$ cat src/rtl/system_widths_pkg.sv
// Shared datapath widths for the core-facing instruction path.
package system_widths_pkg;
   localparam int INSTR_W     = 32;
   localparam int ISSUE_CNT_W = 16;
endpackage

$ cat src/rtl/instr_if.sv
// Valid/ready instruction channel between a queue (source) and a core (sink).
interface instr_if;
   logic [system_widths_pkg::INSTR_W-1:0] instr;
   logic                                  valid;
   logic                                  ready;

   modport source (output instr, output valid, input ready);
   modport sink   (input instr, input valid, output ready);
endinterface

$ cat src/rtl/instr_queue_mem.sv
// DEPTH x INSTR_W storage: one synchronous write port, one asynchronous read port.
module instr_queue_mem
   import system_widths_pkg::*;
#(
   parameter int DEPTH = 8
) (
   input  logic                     clk,
   input  logic                     resetN,
   input  logic                     we,
   input  logic [$clog2(DEPTH)-1:0] waddr,
   input  logic [INSTR_W-1:0]       wdata,
   input  logic [$clog2(DEPTH)-1:0] raddr,
   output logic [INSTR_W-1:0]       rdata
);

   logic [INSTR_W-1:0] mem_q [DEPTH];
   logic [INSTR_W-1:0] mem_d [DEPTH];

   always_comb begin
      mem_d = mem_q;
      if (we) begin
         mem_d[waddr] = wdata;
      end
   end

   // Cleared to zero so an idle queue presents a NOP.
   always_ff @(posedge clk) begin
      if (!resetN) begin
         for (int i = 0; i < DEPTH; i++) begin
            mem_q[i] <= '0;
         end
      end else begin
         mem_q <= mem_d;
      end
   end

   assign rdata = mem_q[raddr];

endmodule

$ cat src/rtl/instr_queue.sv
// In-order instruction queue feeding one core over instr_if, with occupancy,
// flush and a wrapping issued-instruction counter.
module instr_queue
   import system_widths_pkg::*;
#(
   parameter int DEPTH      = 8,
   parameter int CORE_INDEX = 0
) (
   input  logic                     clk,
   input  logic                     resetN,
   input  logic                     flush,
   input  logic                     wr_valid,
   input  logic [INSTR_W-1:0]       wr_instr,
   output logic                     wr_ready,
   instr_if.source                  instr_out_if,
   output logic [$clog2(DEPTH):0]   count,
   output logic                     empty,
   output logic                     full,
   output logic [ISSUE_CNT_W-1:0]   issued_count
);

   localparam int PTR_W = $clog2(DEPTH) + 1;
   localparam int AW    = PTR_W - 1;

   if (DEPTH < 2 || (DEPTH & (DEPTH - 1)) != 0 || CORE_INDEX < 0) begin : g_bad_param
      $error("instr_queue: DEPTH must be a power of two >= 2 and CORE_INDEX >= 0");
   end

   logic [PTR_W-1:0]       wr_ptr_q, wr_ptr_d;
   logic [PTR_W-1:0]       rd_ptr_q, rd_ptr_d;
   logic [ISSUE_CNT_W-1:0] issued_q, issued_d;
   logic                   push;
   logic                   pop;
   logic [INSTR_W-1:0]     rd_data;

   // Extra pointer MSB makes the difference DEPTH when full rather than 0.
   assign count    = wr_ptr_q - rd_ptr_q;
   assign empty    = (count == '0);
   assign full     = (count == PTR_W'(DEPTH));
   assign wr_ready = resetN && !full && !flush;

   assign instr_out_if.valid = !empty;
   assign instr_out_if.instr = rd_data;
   assign issued_count       = issued_q;

   assign push = wr_valid && wr_ready;
   assign pop  = instr_out_if.valid && instr_out_if.ready && !flush;

   always_comb begin
      wr_ptr_d = wr_ptr_q;
      rd_ptr_d = rd_ptr_q;
      issued_d = issued_q;
      if (flush) begin
         rd_ptr_d = wr_ptr_q;
      end else begin
         if (push) begin
            wr_ptr_d = wr_ptr_q + PTR_W'(1);
         end
         if (pop) begin
            rd_ptr_d = rd_ptr_q + PTR_W'(1);
            issued_d = issued_q + ISSUE_CNT_W'(1);
         end
      end
   end

   always_ff @(posedge clk) begin
      if (!resetN) begin
         wr_ptr_q <= '0;
         rd_ptr_q <= '0;
         issued_q <= '0;
      end else begin
         wr_ptr_q <= wr_ptr_d;
         rd_ptr_q <= rd_ptr_d;
         issued_q <= issued_d;
      end
   end

   instr_queue_mem #(
      .DEPTH (DEPTH)
   ) u_mem (
      .clk    (clk),
      .resetN (resetN),
      .we     (push),
      .waddr  (wr_ptr_q[AW-1:0]),
      .wdata  (wr_instr),
      .raddr  (rd_ptr_q[AW-1:0]),
      .rdata  (rd_data)
   );

endmodule
$ cat src/flat_wrapper.sv
// flat-port wrapper written by rule: the top's interface ports become plain ports
module instr_queue_flat import system_widths_pkg::*;
#(
   parameter int DEPTH      = 8,
   parameter int CORE_INDEX = 0
)
  (clk, resetN, flush, wr_valid, wr_instr, wr_ready, count, empty, full, issued_count, instr_out_if_instr, instr_out_if_valid, instr_out_if_ready);
  instr_if instr_out_if_i ();
  input  logic clk;
  input  logic resetN;
  input  logic flush;
  input  logic wr_valid;
  input  logic [INSTR_W-1:0] wr_instr;
  output logic wr_ready;
  output logic [$clog2(DEPTH):0] count;
  output logic empty;
  output logic full;
  output logic [ISSUE_CNT_W-1:0] issued_count;
  output wire logic [$bits(instr_out_if_i.instr)-1:0] instr_out_if_instr;
  output wire logic [$bits(instr_out_if_i.valid)-1:0] instr_out_if_valid;
  input wire logic [$bits(instr_out_if_i.ready)-1:0] instr_out_if_ready;
  assign instr_out_if_instr = instr_out_if_i.instr;
  assign instr_out_if_valid = instr_out_if_i.valid;
  assign instr_out_if_i.ready = instr_out_if_ready;
  instr_queue #(.DEPTH(DEPTH), .CORE_INDEX(CORE_INDEX)) u_core (.clk(clk), .resetN(resetN), .flush(flush), .wr_valid(wr_valid), .wr_instr(wr_instr), .wr_ready(wr_ready), .instr_out_if(instr_out_if_i), .count(count), .empty(empty), .full(full), .issued_count(issued_count));
endmodule
$ cat config.mk
export PLATFORM = sky130hd
export DESIGN_NAME = instr_queue_flat
export DESIGN_NICKNAME = d
export VERILOG_FILES = /design/src/rtl/system_widths_pkg.sv /design/src/rtl/instr_if.sv /design/src/rtl/instr_queue_mem.sv /design/src/rtl/instr_queue.sv /design/src/flat_wrapper.sv
export SDC_FILE = /design/constraint.sdc
export NUM_CORES = 1
export LEC_CHECK = 0
export BUFFER_PORTS_ARGS = -buffer_cell sky130_fd_sc_hd__buf_2
export CAP_MARGIN = 10
export CORE_MARGIN = 4
export CORE_UTILIZATION = 40
export DETAILED_ROUTE_END_ITERATION = 7
export SYNTH_ARGS = -nofsm -noshare
export SYNTH_HDL_FRONTEND = slang
export SYNTH_SLANG_ARGS = --single-unit
$ cat constraint.sdc
create_clock -name clk -period 4.5 [get_ports clk]
set_input_delay 0.9 -clock clk [delete_from_list [all_inputs] [get_ports clk]]
set_output_delay 0.9 -clock clk [all_outputs]
set_load 0.1 [all_outputs]
* Word-level counts from Yosys, hierarchy flattened
Cells that the tools add are included.
Cells by class: $add $sub $neg 4, magnitude comparators 3, equal/unequal tests 1, multiplexer cells 8, bitwise operators 3, reduce and logical (&&, ||, !) cells 13
Operators with widths (number):
- 256-bit bitwise mux | 1
- 32-bit binary-select mux with 3-bit select | 1
- 32-bit demux with 3-bit select | 1
- 32-bit 2-to-1 mux | 3
- 16-bit by 1-bit adder with 16-bit output, second input constant | 1
- 4-bit by 1-bit adder with 4-bit output, second input constant | 2
- 4-bit >= comparator, second input constant | 2
- 4-bit 2-to-1 mux | 2
- 3-bit NOT with 4-bit output | 2
- 1-bit logical AND | 6
- 4-bit == test, second input constant | 1
- 4-bit zero test | 1
- 4-bit by 1-bit < comparator with 1-bit output, second input constant | 1
- 2-bit AND reduction | 2
- 4-bit subtractor | 1
- 1-bit zero test | 3
- 2-bit nonzero test | 1
- 1-bit NOT | 1
Storage, ports and cells: flip-flop bits (word level) 280, bits of input ports 37

* Longest topological paths before layout
depth after elaboration 7, mapped depth 12, depth with buffers taken out 10

* By module
A second synthesis with hierarchy kept.
Second synthesis, totals: cell total of the unflattened synthesis 1437, area, all modules 13208.9 um^2
Modules (own cells, without submodules):
- instr_queue_mem | instances 1, cells each 1277, area each 11832.6 um^2, sequential area each 5124.9 um^2
- instr_queue | instances 1, cells each 160, area each 1376.3 um^2, sequential area each 480.5 um^2

* Least setup slack after synthesis
OpenSTA, ideal clock, no wires.
path type register to output, from reg u_core.rd_ptr_q[1], to out wr_ready, arrival 6221 ps, data required time 3600 ps, setup slack -2621 ps, stages on the path, launching flop included 11, path buffers 3, path through dfxtp_1 buf_2 buf_2 buf_2 inv_1 fa_1 xor2_1 nor3_2 nand3_2 inv_1 nor3_1
On the way: cells in the longest elaborated chain, start to end 5
Ends and longest elaborated chain:
- start, declared | RTL line instr_queue.sv:30 | logic [PTR_W-1:0] rd_ptr_q, rd_ptr_d;
- start signal, assigned | RTL line instr_queue.sv:73 | rd_ptr_q <= rd_ptr_d;
- 4-bit subtractor | RTL line instr_queue.sv:37 | assign count = wr_ptr_q - rd_ptr_q;
- named net count[2] | RTL line flat_wrapper.sv:15 | output logic [$clog2(DEPTH):0] count;
- 4-bit == test | RTL line instr_queue.sv:39 | assign full = (count == PTR_W'(DEPTH));
- named net full | RTL line flat_wrapper.sv:17 | output logic full;
- 1-bit zero test | RTL line instr_queue.sv:40 | assign wr_ready = resetN && !full && !flush;
- 1-bit logical AND (2 in a row) | RTL line instr_queue.sv:40
- end, declared | RTL line flat_wrapper.sv:14 | output logic wr_ready;
The timed path passes the listed nets, and every way through them passes these cells.

* Worst setup path after layout
from reg u_core.rd_ptr_q[1], to out wr_ready
On the way: cells in the longest elaborated chain, start to end 5
Ends and longest elaborated chain (RTL line):
- 4-bit subtractor | instr_queue.sv:37
- 4-bit == test | instr_queue.sv:39
- 1-bit zero test | instr_queue.sv:40
- 1-bit logical AND (2 in a row) | instr_queue.sv:40
No other way between the ends.

==> impl_metrics.env <==
export IMPL_status="complete, no violations"
export IMPL_slowest_delay_ns=0.47
export IMPL_worstPathCellList="inv_1 > ha_1 > and3b_1 > or3_1 > nand3_4 > clkinvlp_4 > nor3_4 > buf_12"
export IMPL_tritoncts="built"
export IMPL_drtAntennaViolNets=0
export IMPL_ioPinCount=93
export IMPL_die_h_um=184
export IMPL_grt_setup_unrepaired="false"
export IMPL_synthTopCellsByCount="nand2_1, dfxtp_1, mux2i_1"
export IMPL_ctsHoldBuffers=0
export IMPL_syn_num_nets=1269
export IMPL_fillCellCount=2874
export IMPL_cts_buffers_inserted=30
export IMPL_power_density_mw_per_mm2=396
export IMPL_fmax_mhz=266
export IMPL_postCtsSetupRepairBufs=0
export IMPL_fin_skew_ns=0.0270
export IMPL_numPlacedInstances=1645
export IMPL_dieArea_mm2=0.0340
export IMPL_slew_violations=0
export IMPL_regToRegSetupSlack_ns=1.36
export IMPL_fin_util_pct=46.9
export IMPL_setup_tns_ns=0
export IMPL_cts_sinks=280
export IMPL_drc=0
export IMPL_worstPathRequired_ns=3.60
export IMPL_setup_viol=0
export IMPL_gr_total_overflow=0
export IMPL_routabilityCongestion=0.791
export IMPL_yosysWarnings=0
export IMPL_cts_resized=0
export IMPL_vias=8926
export IMPL_clkTransAtPathRegs_ns=0.06
export IMPL_antenna_found_initial=0
export IMPL_synth_edf_count=0
export IMPL_wl_per_cell_um=17.7
export IMPL_syn_area_mm2=0.0124
export IMPL_viasPerCell=5.25
export IMPL_synth_simple_area_share_pct=15.3
export IMPL_final_cell_count_no_fill=1700
export IMPL_port_buffers=92
export IMPL_htreeDepth=1
export IMPL_num_rows=64
export IMPL_cts_buffer_depth=3
export IMPL_dp_hpwl_um=17900
export IMPL_hold_class="register to register"
export IMPL_final_period_utilization_pct=83.5
export IMPL_synthAdderAreaFrac_pct=0.765
export IMPL_gr_usage_met1_pct=24.7
export IMPL_critical_path_class="register to output pin"
export IMPL_irDropWorstVdd_mv=0.208
export IMPL_synth_top_family_by_area="multiplexers"
export IMPL_design_core_area_mm2=0.0306
export IMPL_end_kind="output pin"
export IMPL_met3_usage_pct=2.29
export IMPL_worst_slack_ns=0.741
export IMPL_hold_slack_ns=0.456
export IMPL_p_leak_nw=6.27
export IMPL_synth_area_top_cells="dfxtp_1, mux2i_1, nand2_1, mux4_2, clkbuf_1"
export IMPL_multi_input_area_mm2=0.00647
export IMPL_yosysMostFrequentCell="nand2_1"
export IMPL_area_growth_synth_to_final_pct=15.3
export IMPL_cp_max_fo=13
export IMPL_synth_xor_area_share_pct=0.282
export IMPL_cp_slowest_cell="dfxtp_4"
export IMPL_yosysSeqAreaShare_pct=45.1
export IMPL_cp_start_kind="register"
export IMPL_synth_compound_area_share_pct=2.30
export IMPL_grt_busiest_layer="met2"
export IMPL_wl_um=30100
export IMPL_grt_max_degree=72
export IMPL_ys_ff_latch=280
export IMPL_fp_dieW_um=184
export IMPL_diodes=0
export IMPL_p_total_mw=5.67
export IMPL_use_met2_pct=29.0
export IMPL_start_util_pct=40.6
export IMPL_synthFlopType="dfxtp_1"
export IMPL_muxShareOfSynthArea_pct=32.7
export IMPL_drive_above_1_share_pct=18.3
export IMPL_critical_path_arrival_ns=2.86
export IMPL_layout_nets=1325
export IMPL_ff_latch_area_mm2=0.00561
export IMPL_dr_pass1_iters=5
export IMPL_grt_pass1_vias=8908
export IMPL_worstMarginPinSlew_ns=0.799
export IMPL_yosys_area_top_type_share_pct=45.1
export IMPL_postPlaceCellArea_mm2=0.0134
export IMPL_clockRootBuffer="clkbuf_16"
export IMPL_min_period_ns=3.76
export IMPL_syn_inst=1225
export IMPL_grt_use_total_pct=17.5
export IMPL_maxCapViolCount=0
export IMPL_yosysTopAreaCell="dfxtp_1"
export IMPL_drtIter0Drc=525
export IMPL_yosysUniqueCellTypes=46
export IMPL_clkLatencyLatePin_ns=0.57
export IMPL_post_place_ws_ns=1.29
export IMPL_fin_area_mm2=0.0143
export IMPL_slew_headroom_pct=46.7
export IMPL_hold_violations=0
export IMPL_avgSynthCellArea_um2=10.1
export IMPL_grt_pass1_wl_um=48500
export IMPL_async_flop_share_pct=0
routing by layer:
metal	wire (um)	share of wire [%]
met1	14100	47
met2	14300	47
met3	1200	4.0
met4	482	1.6
met5	0	0
worst max-delay path: cells and delay by family (launching register included):
kind / cells / cell delay, ns
simple gates: 4 / 1.05
buf+inv: 3 / 0.50
flops: 1 / 0.47
fa+ha+maj: 1 / 0.30
logic make-up after synthesis:
kind of cell | after synthesis
AOI/OAI and AO/OA | 45
and+or+nand+nor | 465
muxes | 326
buffers and inverters | 98
DFF | 280
xor gates and xnor gates | 4
adders and majority gates | 7
cell type report:
class,count,share of cell area [%]
sequential,280,39.2
multi-input combinational,847,45.1
clock inverter,9,0.707
inverter,10,0.314
tap,396,3.46
clock buffer,46,6.08
timing repair buffer,112,5.12
report_power, final:
part           total [mW]  leakage [nW]  internal (mW)  switching (mW)
sequential           2.52          2.26           2.50          0.0202
combinational       0.735          3.53          0.214           0.521
clock                2.41         0.474           1.44           0.978
final timing paths:
kind         depth (start not counted)                   start                     end
max                                  8      u_core.rd_ptr_q[1]                wr_ready
min                                  2  u_core.u_mem.mem_q[39]  u_core.u_mem.mem_q[39]
max reg2reg                          8      u_core.rd_ptr_q[1]  u_core.u_mem.mem_q[59]
min reg2reg                          2  u_core.u_mem.mem_q[39]  u_core.u_mem.mem_q[39]
cell usage in the layout, fill, tap and decap left out, types with 6 or more instances in the layout:
master and n:
clkbuf_16 30, a21oi_1 18, clkbuf_8 7, buf_4 18, clkbuf_1 10, mux2i_1 262, mux4_2 64, buf_2 85
nand3_2 6, buf_12 8, nand2_1 403, dfxtp_1 277, o21ai_0 9, nand3_1 10, inv_1 7, or3_1 7
registers in the layout (all words and copies together), names as in the netlist:
register	count
u_core.wr_ptr_q	4
u_core.u_mem.mem_q	256
u_core.issued_count	16
u_core.rd_ptr_q	4
Note: power is estimated with default switching activity, not from simulation.
